### config.mk
export PLATFORM = sky130hd
export DESIGN_NAME = uart_frame_rx_n
export DESIGN_NICKNAME = d
export VERILOG_FILES = /design/src/rtl/uart_frame_rx_n.sv
export SDC_FILE = /design/constraint.sdc
export NUM_CORES = 1
export LEC_CHECK = 0
export CAP_MARGIN = 25
export CORE_ASPECT_RATIO = 0.8
export CORE_MARGIN = 5
export CORE_UTILIZATION = 61
export CTS_BUF_LIST = sky130_fd_sc_hd__clkbuf_8
export DETAILED_ROUTE_END_ITERATION = 7
export HOLD_SLACK_MARGIN = 0.06
export PLACE_DENSITY_LB_ADDON = 0.12
export SETUP_SLACK_MARGIN = 0.02
export SLEW_MARGIN = 5
export SYNTH_ARGS = -nofsm -noshare
export SYNTH_HDL_FRONTEND = slang
export SYNTH_SLANG_ARGS = --single-unit
export TNS_END_PERCENT = 30
### constraint.sdc
create_clock -name clk -period 4.6 [get_ports clk]
set_input_delay 0.69 -clock clk [delete_from_list [all_inputs] [get_ports clk]]
set_output_delay 0.69 -clock clk [all_outputs]
set_load 0.02 [all_outputs]
### src/rtl/uart_frame_rx_n.sv
// uart_frame_rx_n: header-synced UART frame receiver with XOR check, one-deep output holding register and sticky fault flags
module uart_frame_rx_n #(
  parameter int       CLK_HZ       = 100_000_000,
  parameter int       BAUD         = 921600,
  parameter int       FRAME_BYTES  = 3,
  parameter logic [7:0] HEADER     = 8'hA5,
  parameter bit       CHECK_EN     = 1'b1,
  parameter int       TIMEOUT_BITS = 20
) (
  input  logic                     clk,
  input  logic                     rst,
  input  logic                     rx,
  output logic [8*FRAME_BYTES-1:0] frame_data,
  output logic                     frame_valid,
  input  logic                     frame_ready,
  output logic [3:0]               err,
  input  logic                     err_clr
);
  localparam int DIV  = CLK_HZ / BAUD;
  localparam int HALF = DIV / 2;
  localparam int TMO  = TIMEOUT_BITS * DIV;
  localparam int CW   = $clog2(DIV);
  localparam int GW   = $clog2(TMO + 1);
  localparam int FW   = 8 * FRAME_BYTES;
  typedef enum logic [1:0] {B_IDLE, B_START, B_DATA, B_STOP} bst_t;
  typedef enum logic [1:0] {F_HUNT, F_PAYLOAD, F_CHECK, F_DELIVER} fst_t;
  bst_t          bst_q, bst_d;
  fst_t          fst_q, fst_d;
  logic          s1_q, s2_q, s3_q;
  logic [CW-1:0] cnt_q, cnt_d;
  logic [2:0]    bit_q, bit_d;
  logic [7:0]    sh_q, sh_d;
  logic [4:0]    idx_q, idx_d;
  logic [7:0]    csum_q, csum_d;
  logic [FW-1:0] buf_q, buf_d;
  logic [GW-1:0] gap_q, gap_d;
  logic [FW-1:0] fd_q, fd_d;
  logic          fv_q, fv_d;
  logic [3:0]    err_q, err_d;
  logic          rxs, fall, sample_stop, byte_done, stop_err;
  logic          counting, timeout, csum_bad, deliver, load, ovr;
  assign rxs         = s2_q;
  assign fall        = s3_q & ~s2_q;
  assign frame_data  = fd_q;
  assign frame_valid = fv_q;
  assign err         = err_q;
  // state register: synchroniser, both FSMs, datapath and outputs
  always_ff @(posedge clk or posedge rst) begin
    if (rst) begin
      s1_q   <= 1'b1;
      s2_q   <= 1'b1;
      s3_q   <= 1'b1;
      bst_q  <= B_IDLE;
      cnt_q  <= '0;
      bit_q  <= '0;
      sh_q   <= '0;
      fst_q  <= F_HUNT;
      idx_q  <= '0;
      csum_q <= '0;
      buf_q  <= '0;
      gap_q  <= '0;
      fd_q   <= '0;
      fv_q   <= 1'b0;
      err_q  <= '0;
    end else begin
      s1_q   <= rx;
      s2_q   <= s1_q;
      s3_q   <= s2_q;
      bst_q  <= bst_d;
      cnt_q  <= cnt_d;
      bit_q  <= bit_d;
      sh_q   <= sh_d;
      fst_q  <= fst_d;
      idx_q  <= idx_d;
      csum_q <= csum_d;
      buf_q  <= buf_d;
      gap_q  <= gap_d;
      fd_q   <= fd_d;
      fv_q   <= fv_d;
      err_q  <= err_d;
    end
  end
  // byte FSM next state: start edge, mid-bit sampling, LSB-first shift
  always_comb begin
    bst_d = bst_q;
    cnt_d = cnt_q + CW'(1);
    bit_d = bit_q;
    sh_d  = sh_q;
    case (bst_q)
      B_IDLE: begin
        cnt_d = '0;
        if (fall) bst_d = B_START;
      end
      B_START: if (cnt_q == CW'(HALF - 1)) begin
        cnt_d = '0;
        bit_d = '0;
        bst_d = rxs ? B_IDLE : B_DATA;
      end
      B_DATA: if (cnt_q == CW'(DIV - 1)) begin
        cnt_d = '0;
        sh_d  = {rxs, sh_q[7:1]};
        bit_d = bit_q + 3'd1;
        if (bit_q == 3'd7) bst_d = B_STOP;
      end
      default: if (cnt_q == CW'(DIV - 1)) begin
        cnt_d = '0;
        bst_d = B_IDLE;
      end
    endcase
  end
  // byte FSM outputs: stop-bit sample yields either a good byte or a framing fault
  always_comb begin
    sample_stop = (bst_q == B_STOP) && (cnt_q == CW'(DIV - 1));
    byte_done   = sample_stop & rxs;
    stop_err    = sample_stop & ~rxs;
  end
  // frame FSM outputs: gap timeout, checksum fault and delivery decisions
  always_comb begin
    counting = ((fst_q == F_PAYLOAD) || (fst_q == F_CHECK)) && (bst_q == B_IDLE);
    timeout  = counting && (gap_q == GW'(TMO - 1));
    csum_bad = (fst_q == F_CHECK) && byte_done && (sh_q != csum_q);
    deliver  = fst_q == F_DELIVER;
    load     = deliver && (!fv_q || frame_ready);
    ovr      = deliver && fv_q && !frame_ready;
  end
  // frame FSM next state: header hunt, payload shift-in (first byte ends in MSBs), checksum compare
  always_comb begin
    fst_d  = fst_q;
    idx_d  = idx_q;
    csum_d = csum_q;
    buf_d  = buf_q;
    gap_d  = (counting && !timeout) ? gap_q + GW'(1) : '0;
    if (stop_err || timeout) fst_d = F_HUNT;
    else case (fst_q)
      F_HUNT: if (byte_done && sh_q == HEADER) begin
        fst_d  = F_PAYLOAD;
        idx_d  = '0;
        csum_d = '0;
      end
      F_PAYLOAD: if (byte_done) begin
        buf_d  = FW'({buf_q, sh_q});
        csum_d = csum_q ^ sh_q;
        idx_d  = idx_q + 5'd1;
        if (idx_q == 5'(FRAME_BYTES - 1)) fst_d = CHECK_EN ? F_CHECK : F_DELIVER;
      end
      F_CHECK: if (byte_done) fst_d = (sh_q == csum_q) ? F_DELIVER : F_HUNT;
      default: fst_d = F_HUNT;
    endcase
  end
  // holding register and sticky flags; a new fault wins over err_clr
  always_comb begin
    fd_d  = load ? buf_q : fd_q;
    fv_d  = load | (fv_q & ~frame_ready);
    err_d = (err_clr ? 4'b0 : err_q) | {timeout, ovr, csum_bad, stop_err};
  end
endmodule

# Word level (Yosys, flattened, before mapping)
# Cells that the tools add are included.
# word_totals
out_inout_bits	29
register_bits	103
# classes
n_eq_ne	24
n_mux	28
addsub	4
n_reduce_logical	27
bitwise_logic	10
# op_table
operator	n
2-bit 2-to-1 mux	12
8-bit 2-to-1 mux	2
8-bit one-hot mux with 2 select lines	1
7-bit 2-to-1 mux	2
7-bit one-hot mux with 2 select lines	1
12-bit by 1-bit adder with 12-bit output, second input constant	1
12-bit equality test, second input constant	1
12-bit 2-to-1 mux	1
2-bit != test, second input constant	6
2-bit one-hot mux with 3 select lines	2
1-bit logical AND	10
5-bit 2-to-1 mux	2
5-bit one-hot mux with 2 select lines	1
2-bit equality test, second input constant	4
8-bit equality test	1
8-bit equality test, second input constant	1
8-bit != test	1
4-bit AND reduction	2
8-bit bitwise XOR	1
7-bit by 1-bit adder with 7-bit output, second input constant	1
7-bit by 6-bit equality test with 1-bit output, second input constant	1
7-bit equality test, second input constant	1
3-bit 2-to-1 mux	2
3-bit by 2-bit != test with 1-bit output, second input constant	2
21 further kinds	34

# Logic depth before layout (Yosys ltp)
# Gate-level depths: netlist (run 1).
# depth
word_depth	7
ltp_mapped	8

# Least setup slack after synthesis (run 1)
# No wires, ideal clock.
# synth_timing
path_type	register -> register
from	register cnt_q[0]
to	register idx_q[1]
setup_time_ns	0.125
setup_slack_ns	2.745
period_less_slack_ns	1.855
path_stages_with_launch	7
required_time_ns	4.475
arrival_time_ns	1.730
cell_sequence	dfrtp_1 ha_1 nand4_2 nor2_8 a41oi_4 nor3_2 mux2_2
# synth_between
elab_chain_len	6
# synth_lines
item	line	rtl
from (decl)	30	logic [CW-1:0] cnt_q, cnt_d;
from (signal assigned)	70	cnt_q <= cnt_d;
7-bit equality test *	113	sample_stop = (bst_q == B_STOP) && (cnt_q == CW'(DIV - 1));
1-bit logical AND *	113	
1-bit bitwise AND (on tied branches)	114, 115	
1-bit logical AND / 1-bit logical OR (equally long branches)	135, 133	
2-bit != test (no source line) / 1-bit inverter (equally long branches)	--	
4-bit AND reduction (no source line) *	--	
to (signal assigned)	74	idx_q <= idx_d;
to (decl)	33	logic [4:0] idx_q, idx_d;
# Every way passes the cells marked *; elsewhere a longest branch is shown, timed or not.
# A chain may end at the register's enable or synchronous reset.

# Final worst setup path (run 1)
# layout_timing
from	register cnt_q[4]
to	register idx_q[4]
# Same word-level chain as after synthesis.

==> key figures, run 1 <==
Status
  – Status: finished clean

Setup path
  – Worst-path cell chain: nand4bb_1 > nor2_8 > nand3_2 > nand2b_1 > o31ai_1
  – Slowest CP cell: nand2b_1
  – Worst Reg-to-Reg Cells: 5
  – CP Max Fanout: 25
  – Origin of the critical flop-to-flop path: cnt_q[4]$_DFF_PP0_
  – Crit path launch type: flop
  – Reg2reg end: idx_q[4]$_DFFE_PP0P_
  – Max incr delay on CP: approximately 0.54 ns
  – Setup crit start: cnt_q[4]$_DFF_PP0_
  – Crit path capture: idx_q[4]$_DFFE_PP0P_
  – Worst path required time: just under 5 ns
  – Crit path kind: reg2reg
  – FF-to-FF setup slack: around 1.9 ns
  – Critical path endpoint category: flop
  – Crit path DAT: roughly 3.0 ns

Drt
  – Routed vias/inst: 5.65
  – # DRC: 0
  – Vias: roughly 3000
  – Final ANT Viol Nets: 0
  – Initial DRC Count: roughly 160
  – DR pass1 iterations: 4
  – DRT Wirelength: 8.41 mm
  – DR WL/cell: around 16 µm

Synth
  – Synth top area share: 0.535
  – Synth Area in Adders: 0.0294
  – Synth area leader: dfrtp_1
  – Mapped Area: 0.00468 mm²
  – Yosys reg bits: 103
  – EDFF count, synth: 0
  – Synth Net Count: 411
  – Mux share of post-synthesis cell area: 0.122
  – Seq/Total Area, Yosys: 0.552
  – Synth cell types: 55
  – Top post-synthesis cells by area: dfrtp_1, mux2_2, xnor2_1
  – Commonest register cell after synthesis: dfrtp_1
  – Synth Area in Compound Gates: 0.0776
  – Mapped Cells: between 300 and 400
  – Simple-gate area share of the yosys netlist: 0.144
  – Syn Area/Cell: roughly 12 µm²
  – Largest family of logic cells by synthesized area: simple AND/OR/NAND/NOR gates
  – Count of warnings emitted by yosys: 0
  – XOR/XNOR Fraction of Synth Area: 0.0412
  – Post-synth ARST share: 1.00

Finish
  – Commonest non-fill, non-tap cells in the layout: dfrtp_1, mux2_2, nor2_1
  – Diodes inserted: 0
  – Area grow syn2layout: 13.6%
  – Layout cells sized above 1: 0.200
  – Final Cell Area: 0.00531 mm²
  – Total Nets Final: 442
  – Most common cell after layout, fill and taps aside: dfrtp_1
  – Fill cells: between 500 and 600

Timing
  – Least-Margin Pin Slew: 0.845 ns
  – Max Freq: between 300 and 400 MHz
  – Endpoints failing setup: 0
  – Final worst slack: roughly 1.9 ns
  – Part of the cycle the worst path needs: 0.596
  – Final Critical Period: approximately 2.7 ns
  – Fin. Hold Viols: 0
  – Setup TNS: 0 ns
  – Final Max Tran Viols: 0
  – Fin Hold WS: 0.362 ns
  – Rel. slew slack: 0.432
  – RSZ-0062 raised after global routing: no
  – Clock skew: between 0.006 and 0.007 ns

Floorplanning
  – Starting Density: 0.630
  – Ports: 34
  – Die ar.: around 0.0095 mm²
  – FP Rows: 28
  – Die span in y: roughly 90 µm
  – Die width: approximately 110 µm
  – Core ar.: 0.00743 mm²

Placement
  – Placed inst area: slightly above 0.005 mm²
  – Setup WS pre-CTS: approximately 1.8 ns
  – Post-DP HPWL: roughly 5.9 mm
  – RePlAce Congestion: 0.837
  – Port Buffer Count: 33

Clock network
  – CTS H-Tree Depth: 3
  – CTS Buf Count: 9
  – Clk slew on worst S/H paths: 0.10 ns
  – Clk Latency, worst-skew pair: approximately 0.37 ns
  – CTS root buffer: clkbuf_8
  – Post_cts resized: 0
  – TritonCTS Sinks: 103
  – CTS Buffer Depth: 2
  – CTS Hold Buffers Added: 0
  – CTS tree: done
  – Post-CTS Setup Inserts: 0

Global routing
  – Final global-route overflow total: 0
  – Global-route wire length before repair: 14.5 mm
  – Vias in the first global route: just under 3000
  – Gr usage total: 0.195
  – Largest net degree at the start of global routing: around 80
  – Antenna violations before repair: 0

Power and ir drop
  – Pwr Total: 1590 µW
  – Power per Cell Area: roughly 300 mW/mm²
  – Pleak: 0.00247 µW
  – Peak supply drop: between 0.2 and 0.25 mV

Hold path
  – HP Start: s1_q$_DFF_PP1_
  – Worst min path class: reg2reg

Flow run
  – MaxCap Viol Count: 0
## synthesized netlist by cell type, types with 2 or more instances
cell type	instances
dfrtp_1	100
mux2_2	49
nor2_1	35
nand2_1	31
inv_1	18
xnor2_1	16
o21ai_0	12
ha_1	11
nand2b_1	11
nand3_1	11
o41ai_1	9
nand4_1	7
clkbuf_1	6
o21ai_1	6
xor2_1	6
buf_2	5
a21oi_1	4
and3_1	4
buf_4	3
dfstp_2	3
nor3_1	3
a31oi_1	2
and2_1	2
and4bb_2	2
mux2i_1	2
nor4b_1	2
nor4bb_1	2
o2111ai_1	2
o22ai_1	2
o31ai_1	2
o41ai_2	2
or3_1	2
## sequential cells by signal, indices dropped and copies added, names as in the netlist
signal and cells:
bst_q 2, sh_q 8, bit_q 3, rxs 1, err 4, gap_q 12, fst_q 2, s3_q 1
frame_data 24, buf_q 24, csum_q 8, cnt_q 7, idx_q 5, s1_q 1, frame_valid 1
## per-layer routing
layer / routed length, µm / track usage
met5: 0 / 0
met4: 141 / 0.0631
met3: 316 / 0.0467
met2: 3820 / 0.300
met1: 4130 / 0.278
## cells by family after synthesis
| group | Yosys count |
|---|---|
| compound gates | 48 |
| mux | 51 |
| xor+xnor | 22 |
| flops | 103 |
| fa+ha+maj | 11 |
| buf+inv | 35 |
| simple gates | 125 |
## power by group
part           switching [µW]  internal, µW
sequential               32.6           929
clock                     319           219
combinational            47.6          38.0
total                     399          1190
## final cells by class
class / instances / area [µm²] / share of cell area
sequential: 103 / 2580 / 0.486
tap: 105 / 131 / 0.0247
clock inverter: 6 / 52.6 / 0.00989
multi-input combinational: 257 / 1940 / 0.365
inverter: 18 / 70.1 / 0.0132
timing repair buffer: 37 / 400 / 0.0754
clock buffer: 10 / 138 / 0.0259
## how the worst min path moves through the flow
| stage | end | slack, ns | cells past startpoint |
|---|---|---|---|
| 2_1_floorplan | rxs$_DFF_PP1_ | 0.35 | 0 |
| 3_3_place_gp | rxs$_DFF_PP1_ | 0.35 | 0 |
| 3_5_place_dp | rxs$_DFF_PP1_ | 0.35 | 0 |
| 4_1_cts | rxs$_DFF_PP1_ | 0.36 | 0 |
| 5_1_grt | rxs$_DFF_PP1_ | 0.37 | 0 |
| 6_report | rxs$_DFF_PP1_ | 0.36 | 0 |
## critical path: cells and delay by family, from the launching register on
family / cells / cell delay (ns)
flip-flops: 1 / 0.45
AO/OA/AOI/OAI: 1 / 0.32
AND/OR/NAND/NOR: 4 / 1.87
## metrics by stage
stage,std cells,util
4_1_cts,534,0.708
6_report,536,0.715
5_1_grt,536,0.715
3_3_place_gp,518,0.682
2_1_floorplan,395,-
3_5_place_dp,518,0.682
No activity file was read; power rests on OpenSTA's default activity.
==> inputs of run 2 (changes only) <==
--- a/config.mk
+++ b/config.mk
@@ -8,7 +8,7 @@
 export CAP_MARGIN = 25
 export CORE_ASPECT_RATIO = 0.8
 export CORE_MARGIN = 5
-export CORE_UTILIZATION = 61
+export CORE_UTILIZATION = 55
 export CTS_BUF_LIST = sky130_fd_sc_hd__clkbuf_8
 export DETAILED_ROUTE_END_ITERATION = 7
 export HOLD_SLACK_MARGIN = 0.06
==> constraint.sdc (replaced) <==
create_clock -name clk -period 2.3 [get_ports clk]
set_input_delay 0.345 -clock clk [delete_from_list [all_inputs] [get_ports clk]]
set_output_delay 0.345 -clock clk [all_outputs]
set_load 0.02 [all_outputs]
==> run 2 against run 1 <==
  * Power rose by 98%
  * Flip-flop and latch count unchanged
  * Register-to-register slack worse by 1.7 ns
  * Non-clock buffer count increased by 16
  * Highest routed layer unchanged
  * Largest cell class unchanged
  * Sequential power increased by 99%
  * Global-route usage is 1.8 points lower
  * Core utilization down 6.8 points
  * Hold slack got worse by 0.024 ns
  * Clock-buffer cell count down 1
==> key figures, run 2 (synthesis gave the netlist of run 1 again) <==
Status
  – Status: finished clean (unchanged)

Setup path
  – Origin of the critical flop-to-flop path: cnt_q[0]$_DFF_PP0_ (was cnt_q[4]$_DFF_PP0_)
  – Setup crit start: cnt_q[0]$_DFF_PP0_ (was cnt_q[4]$_DFF_PP0_)
  – Worst path required time: 2.55 ns (was 4.87 ns)
  – Slowest CP cell: dfrtp_1 (was nand2b_1)
  – Crit path launch type: flop (unchanged)
  – Critical path endpoint category: flop (unchanged)
  – Worst path buffer plus inverter count: 1 (was 0)
  – Top delay family on crit path: simple AND/OR/NAND/NOR gates (unchanged)
  – Crit path DAT: 2.40 ns (was 3.01 ns)
  – CP Max Fanout: 14 (was 25)
  – Max incr delay on CP: 0.40 ns (was 0.54 ns)
  – Worst-path cell chain: ha_1 > nand4_2 > buf_4 > nor2_8 > a41oi_4 > nor3_2 > mux2_2 (was nand4bb_1 > nor2_8 > nand3_2 > nand2b_1 > o31ai_1)
  – Crit path kind: reg2reg (unchanged)

Finish
  – Layout cells sized above 1: 0.233 (was 0.200)
  – Diodes inserted: 0 (unchanged)
  – Multi-input gate area: 0.00195 mm² (was 0.00194 mm²)
  – Commonest non-fill, non-tap cells in the layout: dfrtp_1, mux2_2, nor2_1 (unchanged)
  – Util after Layout: 0.647 (was 0.715)
  – Area grow syn2layout: 16.3% (was 13.6%)
  – Most common cell after layout, fill and taps aside: dfrtp_1 (unchanged)
  – Fill cells: 680 (was 535)
  – Total Nets Final: 458 (was 442)
  – Seq. cell area: 0.00258 mm² (unchanged)
  – Non-Filler Instances: 559 (was 536)

Drt
  – # DRC: 0 (unchanged)
  – DR pass1 iterations: 4 (unchanged)
  – Final ANT Viol Nets: 0 (unchanged)
  – Vias: 3069 (was 3031)
  – Routed vias/inst: 5.49 (was 5.65)
  – DRT Wirelength: 8.62 mm (was 8.41 mm)
  – DR WL/cell: 15.4 µm (was 15.7 µm)
  – Initial DRC Count: 144 (was 162)

Timing
  – Fin. Hold Viols: 0 (unchanged)
  – Rel. slew slack: 0.567 (was 0.432)
  – Max Freq: 464 MHz (was 365 MHz)
  – Final worst slack: 0.146 ns (was 1.86 ns)
  – Final Critical Period: 2.15 ns (was 2.74 ns)
  – Least-Margin Pin Slew: 0.640 ns (was 0.845 ns)
  – Final Max Tran Viols: 0 (unchanged)
  – Setup TNS: 0 ns (unchanged)
  – Clock skew: 0.00823 ns (was 0.00629 ns)
  – RSZ-0062 raised after global routing: yes (was no)
  – Endpoints failing setup: 0 (unchanged)
  – Part of the cycle the worst path needs: 0.937 (was 0.596)

Clock network
  – CTS Buffer Depth: 2 (unchanged)
  – Clk Latency, worst-skew pair: 0.36 ns (was 0.37 ns)
  – CTS Buf Count: 9 (unchanged)
  – CTS Hold Buffers Added: 0 (unchanged)
  – CTS H-Tree Depth: 3 (unchanged)
  – Post-CTS Setup Inserts: 0 (unchanged)
  – CTS root buffer: clkbuf_8 (unchanged)
  – TritonCTS Sinks: 103 (unchanged)
  – Post_cts resized: 0 (unchanged)
  – CTS tree: done (unchanged)
  – Clk slew on worst S/H paths: 0.10 ns (about the same)

Floorplanning
  – Starting Density: 0.556 (was 0.630)
  – FP Rows: 30 (was 28)
  – Ports: 34 (unchanged)
  – Die ar.: 0.0105 mm² (was 0.00953 mm²)
  – Die width: 113 µm (was 108 µm)
  – Die span in y: 92.5 µm (was 88.3 µm)
  – Core ar.: 0.00841 mm² (was 0.00743 mm²)

Power and ir drop
  – Power per Cell Area: 577 mW/mm² (was 298 mW/mm²)
  – Pleak: 0.00255 µW (was 0.00247 µW)
  – Peak supply drop: 0.337 mV (was 0.224 mV)
  – Pwr Total: 3140 µW (was 1590 µW)

Global routing
  – Final global-route overflow total: 0 (unchanged)
  – Global-route wire length before repair: 14.8 mm (was 14.5 mm)
  – Largest net degree at the start of global routing: 59 (was 82)
  – Antenna violations before repair: 0 (unchanged)
  – Vias in the first global route: 3006 (was 2929)
  – Gr usage total: 0.177 (was 0.195)

Placement
  – Setup WS pre-CTS: 0.173 ns (was 1.84 ns)
  – Post-DP HPWL: 6.18 mm (was 5.89 mm)
  – Port Buffer Count: 33 (unchanged)
  – Cells after DPL: 543 (was 518)
  – RePlAce Congestion: 0.812 (was 0.837)

Hold path
  – Worst min path class: in2async (was reg2reg)

Flow run
  – MaxCap Viol Count: 0 (unchanged)
==> run 2: routing by layer <==
layer | up-vias | global-route usage | share of wire
li1 | 1475 | - | -
met2 | 53 | 0.272 | 0.45
met1 | 1536 | 0.256 | 0.50
met5 | - | 0 | 0
met4 | 0 | 0.0450 | 0.0073
met3 | 5 | 0.0372 | 0.049
==> run 2: final cells by class <==
cell class | instances | share of cell area
Clock inverter | 7 | 0.0103
Sequential cell | 103 | 0.474
Multi-Input combinational cell | 257 | 0.359
Timing Repair Buffer | 53 | 0.0952
Tap cell | 112 | 0.0257
Inverter | 18 | 0.0131
Clock buffer | 9 | 0.0228
==> run 2: path summary, 6_finish.rpt <==
check,endpoint,slack (ns),cells after the start
setup reg to reg,idx_q[1]$_DFFE_PP0P_,0.15,7
min in group clk,rxs$_DFF_PP1_,0.36,0
setup / recovery,idx_q[1]$_DFFE_PP0P_,0.15,7
max in group asynchronous,s3_q$_DFF_PP1_,1.28,3
hold / removal,frame_data[23]$_DFFE_PP0P_,0.34,2
hold reg to reg,rxs$_DFF_PP1_,0.36,0
==> run 2: per-stage QoR <==
stage	hold WS (ns)	cell area [µm²]
after global placement	0.347	5240
after global routing	0.357	5440
after CTS	0.342	5430
after floorplan	0.345	4680
final	0.338	5440
after detailed placement	0.353	5250
==> run 2: power by group <==
| group | internal [µW] | switching [µW] |
|---|---|---|
| Clock | 407 | 626 |
| Combinational | 89.9 | 109 |
| Sequential | 1860 | 50.9 |
==> inputs of run 3 (changes only) <==
--- a/config.mk
+++ b/config.mk
@@ -5,6 +5,7 @@
 export SDC_FILE = /design/constraint.sdc
 export NUM_CORES = 1
 export LEC_CHECK = 0
+export ABC_AREA = 1
 export CAP_MARGIN = 25
 export CORE_ASPECT_RATIO = 0.8
 export CORE_MARGIN = 5
==> run 3 against run 2 <==
  * Power is 7.0% higher
  * Core utilization fell by 1.4 points
  * Wire length shrank 5.0%
  * Largest power group unchanged
  * Highest routed layer unchanged
==> key figures, run 3 <==
Status
  – Status: finished clean (unchanged)

Timing
  – Endpoints failing setup: 0 (unchanged)
  – Clock skew: 0.00956 ns (was 0.00823 ns)
  – Fin. Hold Viols: 0 (unchanged)
  – Final worst slack: 0.329 ns (was 0.146 ns)
  – Least-Margin Pin Slew: 0.522 ns (was 0.640 ns)
  – Setup TNS: 0 ns (unchanged)
  – Final Max Tran Viols: 0 (unchanged)
  – Final Critical Period: 1.97 ns (was 2.15 ns)
  – Rel. slew slack: 0.652 (was 0.567)
  – Max Freq: 507 MHz (was 464 MHz)
  – Part of the cycle the worst path needs: 0.857 (was 0.937)
  – RSZ-0062 raised after global routing: no (was yes)

Synth
  – EDFF count, synth: 0 (unchanged)
  – Synth Net Count: 531 (was 411)
  – Commonest register cell after synthesis: dfrtp_1 (unchanged)
  – Syn Area/Cell: 9.05 µm² (was 11.8 µm²)
  – Synth top area share: 0.537 (was 0.535)
  – Synth area leader: dfrtp_1 (unchanged)
  – Mapped Cells: 515 (was 395)
  – Top post-synthesis cells by area: dfrtp_1, nand2_1, o21ai_0 (was dfrtp_1, mux2_2, xnor2_1)
  – Mapped Area: 0.00466 mm² (was 0.00468 mm²)
  – Seq/Total Area, Yosys: 0.554 (was 0.552)
  – Synth cell types: 34 (was 55)
  – Count of warnings emitted by yosys: 0 (unchanged)
  – Post-synth ARST share: 1.00 (unchanged)
  – Most common library cells after synthesis: nand2_1, dfrtp_1, inv_1 (was dfrtp_1, mux2_2, nor2_1)
  – Most frequent cell after synthesis: nand2_1 (was dfrtp_1)
  – Yosys reg bits: 103 (unchanged)

Clock network
  – Clk Latency, worst-skew pair: 0.37 ns (was 0.36 ns)
  – CTS Hold Buffers Added: 0 (unchanged)
  – CTS Buf Count: 9 (unchanged)
  – Post-CTS Setup Inserts: 0 (unchanged)
  – CTS H-Tree Depth: 3 (unchanged)
  – CTS tree: done (unchanged)
  – Post_cts resized: 0 (unchanged)
  – CTS Buffer Depth: 2 (unchanged)
  – CTS root buffer: clkbuf_8 (unchanged)
  – TritonCTS Sinks: 103 (unchanged)
  – Clk slew on worst S/H paths: 0.10 ns (about the same)

Global routing
  – Vias in the first global route: 3287 (was 3006)
  – Gr usage total: 0.174 (was 0.177)
  – Final global-route overflow total: 0 (unchanged)
  – Largest net degree at the start of global routing: 104 (was 59)
  – Global-route wire length before repair: 14.7 mm (was 14.8 mm)
  – Antenna violations before repair: 0 (unchanged)

Finish
  – Layout cells sized above 1: 0.134 (was 0.233)
  – Multi-input gate area: 0.00178 mm² (was 0.00195 mm²)
  – Area grow syn2layout: 13.8% (was 16.3%)
  – Fill cells: 725 (was 680)
  – Most common cell after layout, fill and taps aside: nand2_1 (was dfrtp_1)
  – Seq. cell area: 0.00258 mm² (unchanged)
  – Diodes inserted: 0 (unchanged)
  – Commonest non-fill, non-tap cells in the layout: nand2_1, dfrtp_1, inv_1 (was dfrtp_1, mux2_2, nor2_1)
  – Total Nets Final: 566 (was 458)

Setup path
  – Worst Reg-to-Reg Cells: 8 (was 7)
  – Crit path DAT: 2.22 ns (was 2.40 ns)
  – FF-to-FF setup slack: 0.33 ns (was 0.15 ns)
  – Origin of the critical flop-to-flop path: fst_q[1]$_DFFE_PP0P_ (was cnt_q[0]$_DFF_PP0_)
  – Reg2reg end: csum_q[6]$_DFFE_PP0P_ (was idx_q[1]$_DFFE_PP0P_)
  – Worst path required time: 2.55 ns (about the same)
  – Critical path depth in cells: 8 (was 7)
  – Worst-path cell chain: inv_1 > ha_1 > inv_1 > nand2_1 > nand2_4 > nand3_4 > nand2_1 > o21ai_2 (was ha_1 > nand4_2 > buf_4 > nor2_8 > a41oi_4 > nor3_2 > mux2_2)
  – Setup crit start: fst_q[1]$_DFFE_PP0P_ (was cnt_q[0]$_DFF_PP0_)
  – Critical path endpoint category: flop (unchanged)
  – Max incr delay on CP: 0.43 ns (was 0.40 ns)
  – Worst path buffer plus inverter count: 2 (was 1)
  – Slowest CP cell: dfrtp_1 (unchanged)
  – Crit path kind: reg2reg (unchanged)
  – Top delay family on crit path: simple AND/OR/NAND/NOR gates (unchanged)
  – Crit path capture: csum_q[6]$_DFFE_PP0P_ (was idx_q[1]$_DFFE_PP0P_)
  – CP Max Fanout: 26 (was 14)
  – Crit path launch type: flop (unchanged)

Floorplanning
  – Starting Density: 0.557 (was 0.556)
  – Die ar.: 0.0104 mm² (was 0.0105 mm²)
  – Ports: 34 (unchanged)
  – Core ar.: 0.00837 mm² (was 0.00841 mm²)
  – FP Rows: 30 (unchanged)
  – Die width: 113 µm (about the same)
  – Die span in y: 92.3 µm (was 92.5 µm)

Drt
  – Initial DRC Count: 191 (was 144)
  – Routed vias/inst: 4.98 (was 5.49)
  – Vias: 3315 (was 3069)
  – DRT Wirelength: 8.19 mm (was 8.62 mm)
  – # DRC: 0 (unchanged)
  – Final ANT Viol Nets: 0 (unchanged)
  – DR WL/cell: 12.3 µm (was 15.4 µm)
  – DR pass1 iterations: 5 (was 4)

Hold path
  – Worst min path class: reg2reg (was in2async)

Power and ir drop
  – Power per Cell Area: 634 mW/mm² (was 577 mW/mm²)
  – Pwr Total: 3360 µW (was 3140 µW)
  – Pleak: 0.00244 µW (was 0.00255 µW)
  – Peak supply drop: 0.406 mV (was 0.337 mV)

Placement
  – RePlAce Congestion: 0.774 (was 0.812)
  – Post-DP HPWL: 5.80 mm (was 6.18 mm)
  – Setup WS pre-CTS: 0.350 ns (was 0.173 ns)
  – Port Buffer Count: 33 (unchanged)

Flow run
  – MaxCap Viol Count: 0 (unchanged)
-- run 3: cell types whose count changed after synthesis, sizes merged, moves of 5 or more --
cell    before  now
a21oi        4   10
or2          1    7
o41ai       11    0
nand2b      11    0
nand2       31  143
buf         10    5
o21ai       19   68
mux2        49    8
nand3       12   21
inv         18   63
xnor2       16    5
-- run 3: cell families (layout without fill, tap and decap cells) --
| logic type | after synthesis | after routing | synth area share |
|---|---|---|---|
| AO/OA/AOI/OAI | 83 | 83 | 0.103 |
| adder cells (fa/ha/maj) | 11 | 11 | 0.0295 |
| buffers and inverters | 76 | 115 | 0.0652 |
| XOR/XNOR | 8 | 8 | 0.0150 |
| flip-flops | 103 | 103 | 0.554 |
| AND/OR/NAND/NOR | 226 | 226 | 0.214 |
| multiplexers | 8 | 8 | 0.0193 |
-- run 3: final cells by class --
| cell class | instances | area share |
|---|---|---|
| Clock buffer | 9 | 0.0233 |
| Clock inverter | 6 | 0.0108 |
| Inverter | 63 | 0.0453 |
| Multi-Input combinational cell | 336 | 0.335 |
| Sequential cell | 103 | 0.487 |
| Tap cell | 112 | 0.0264 |
| Timing Repair Buffer | 37 | 0.0726 |
-- run 3: where the power goes --
group          leakage [µW]  switching (µW)  internal, µW
clock network     0.0000847             628           404
logic              0.000943             263           121
registers           0.00141            64.5          1880
total               0.00244             956          2410
-- run 3: how the worst min path moves through the flow --
| stage | start | to | slack [ns] | cells past startpoint |
|---|---|---|---|---|
| 6_report | s1_q$_DFF_PP1_ | rxs$_DFF_PP1_ | 0.36 | 0 |
| 3_3_place_gp | s1_q$_DFF_PP1_ | rxs$_DFF_PP1_ | 0.35 | 0 |
| 3_5_place_dp | s1_q$_DFF_PP1_ | rxs$_DFF_PP1_ | 0.35 | 0 |
| 4_1_cts | s1_q$_DFF_PP1_ | rxs$_DFF_PP1_ | 0.36 | 0 |
| 2_1_floorplan | s1_q$_DFF_PP1_ | rxs$_DFF_PP1_ | 0.35 | 0 |
| 5_1_grt | rx | s1_q$_DFF_PP1_ | 0.36 | 1 |
-- run 3: metal layers --
layer / wire length (µm) / track usage
met1: 3920 / 0.229
met2: 3820 / 0.278
met3: 336 / 0.0490
met4: 113 / 0.0591
met5: 0 / 0
-- run 3: stage by stage --
| stage | hold slack [ns] | cells | utilization | area, µm² |
|---|---|---|---|---|
| after floorplan | 0.345 | 515 | - | 4670 |
| after global placement | 0.346 | 651 | 0.612 | 5120 |
| after detailed placement | 0.349 | 651 | 0.612 | 5120 |
| after global routing | 0.355 | 666 | 0.634 | 5310 |
| after CTS | 0.363 | 666 | 0.634 | 5310 |
| final | 0.361 | 666 | 0.634 | 5310 |
-- run 3: worst reg2reg max path: stages (launching register included) --
cell	delay [ns]
dfrtp_1	0.43
inv_1	0.09
ha_1	0.33
inv_1	0.21
nand2_1	0.12
nand2_4	0.09
nand3_4	0.32
nand2_1	0.20
o21ai_2	0.06
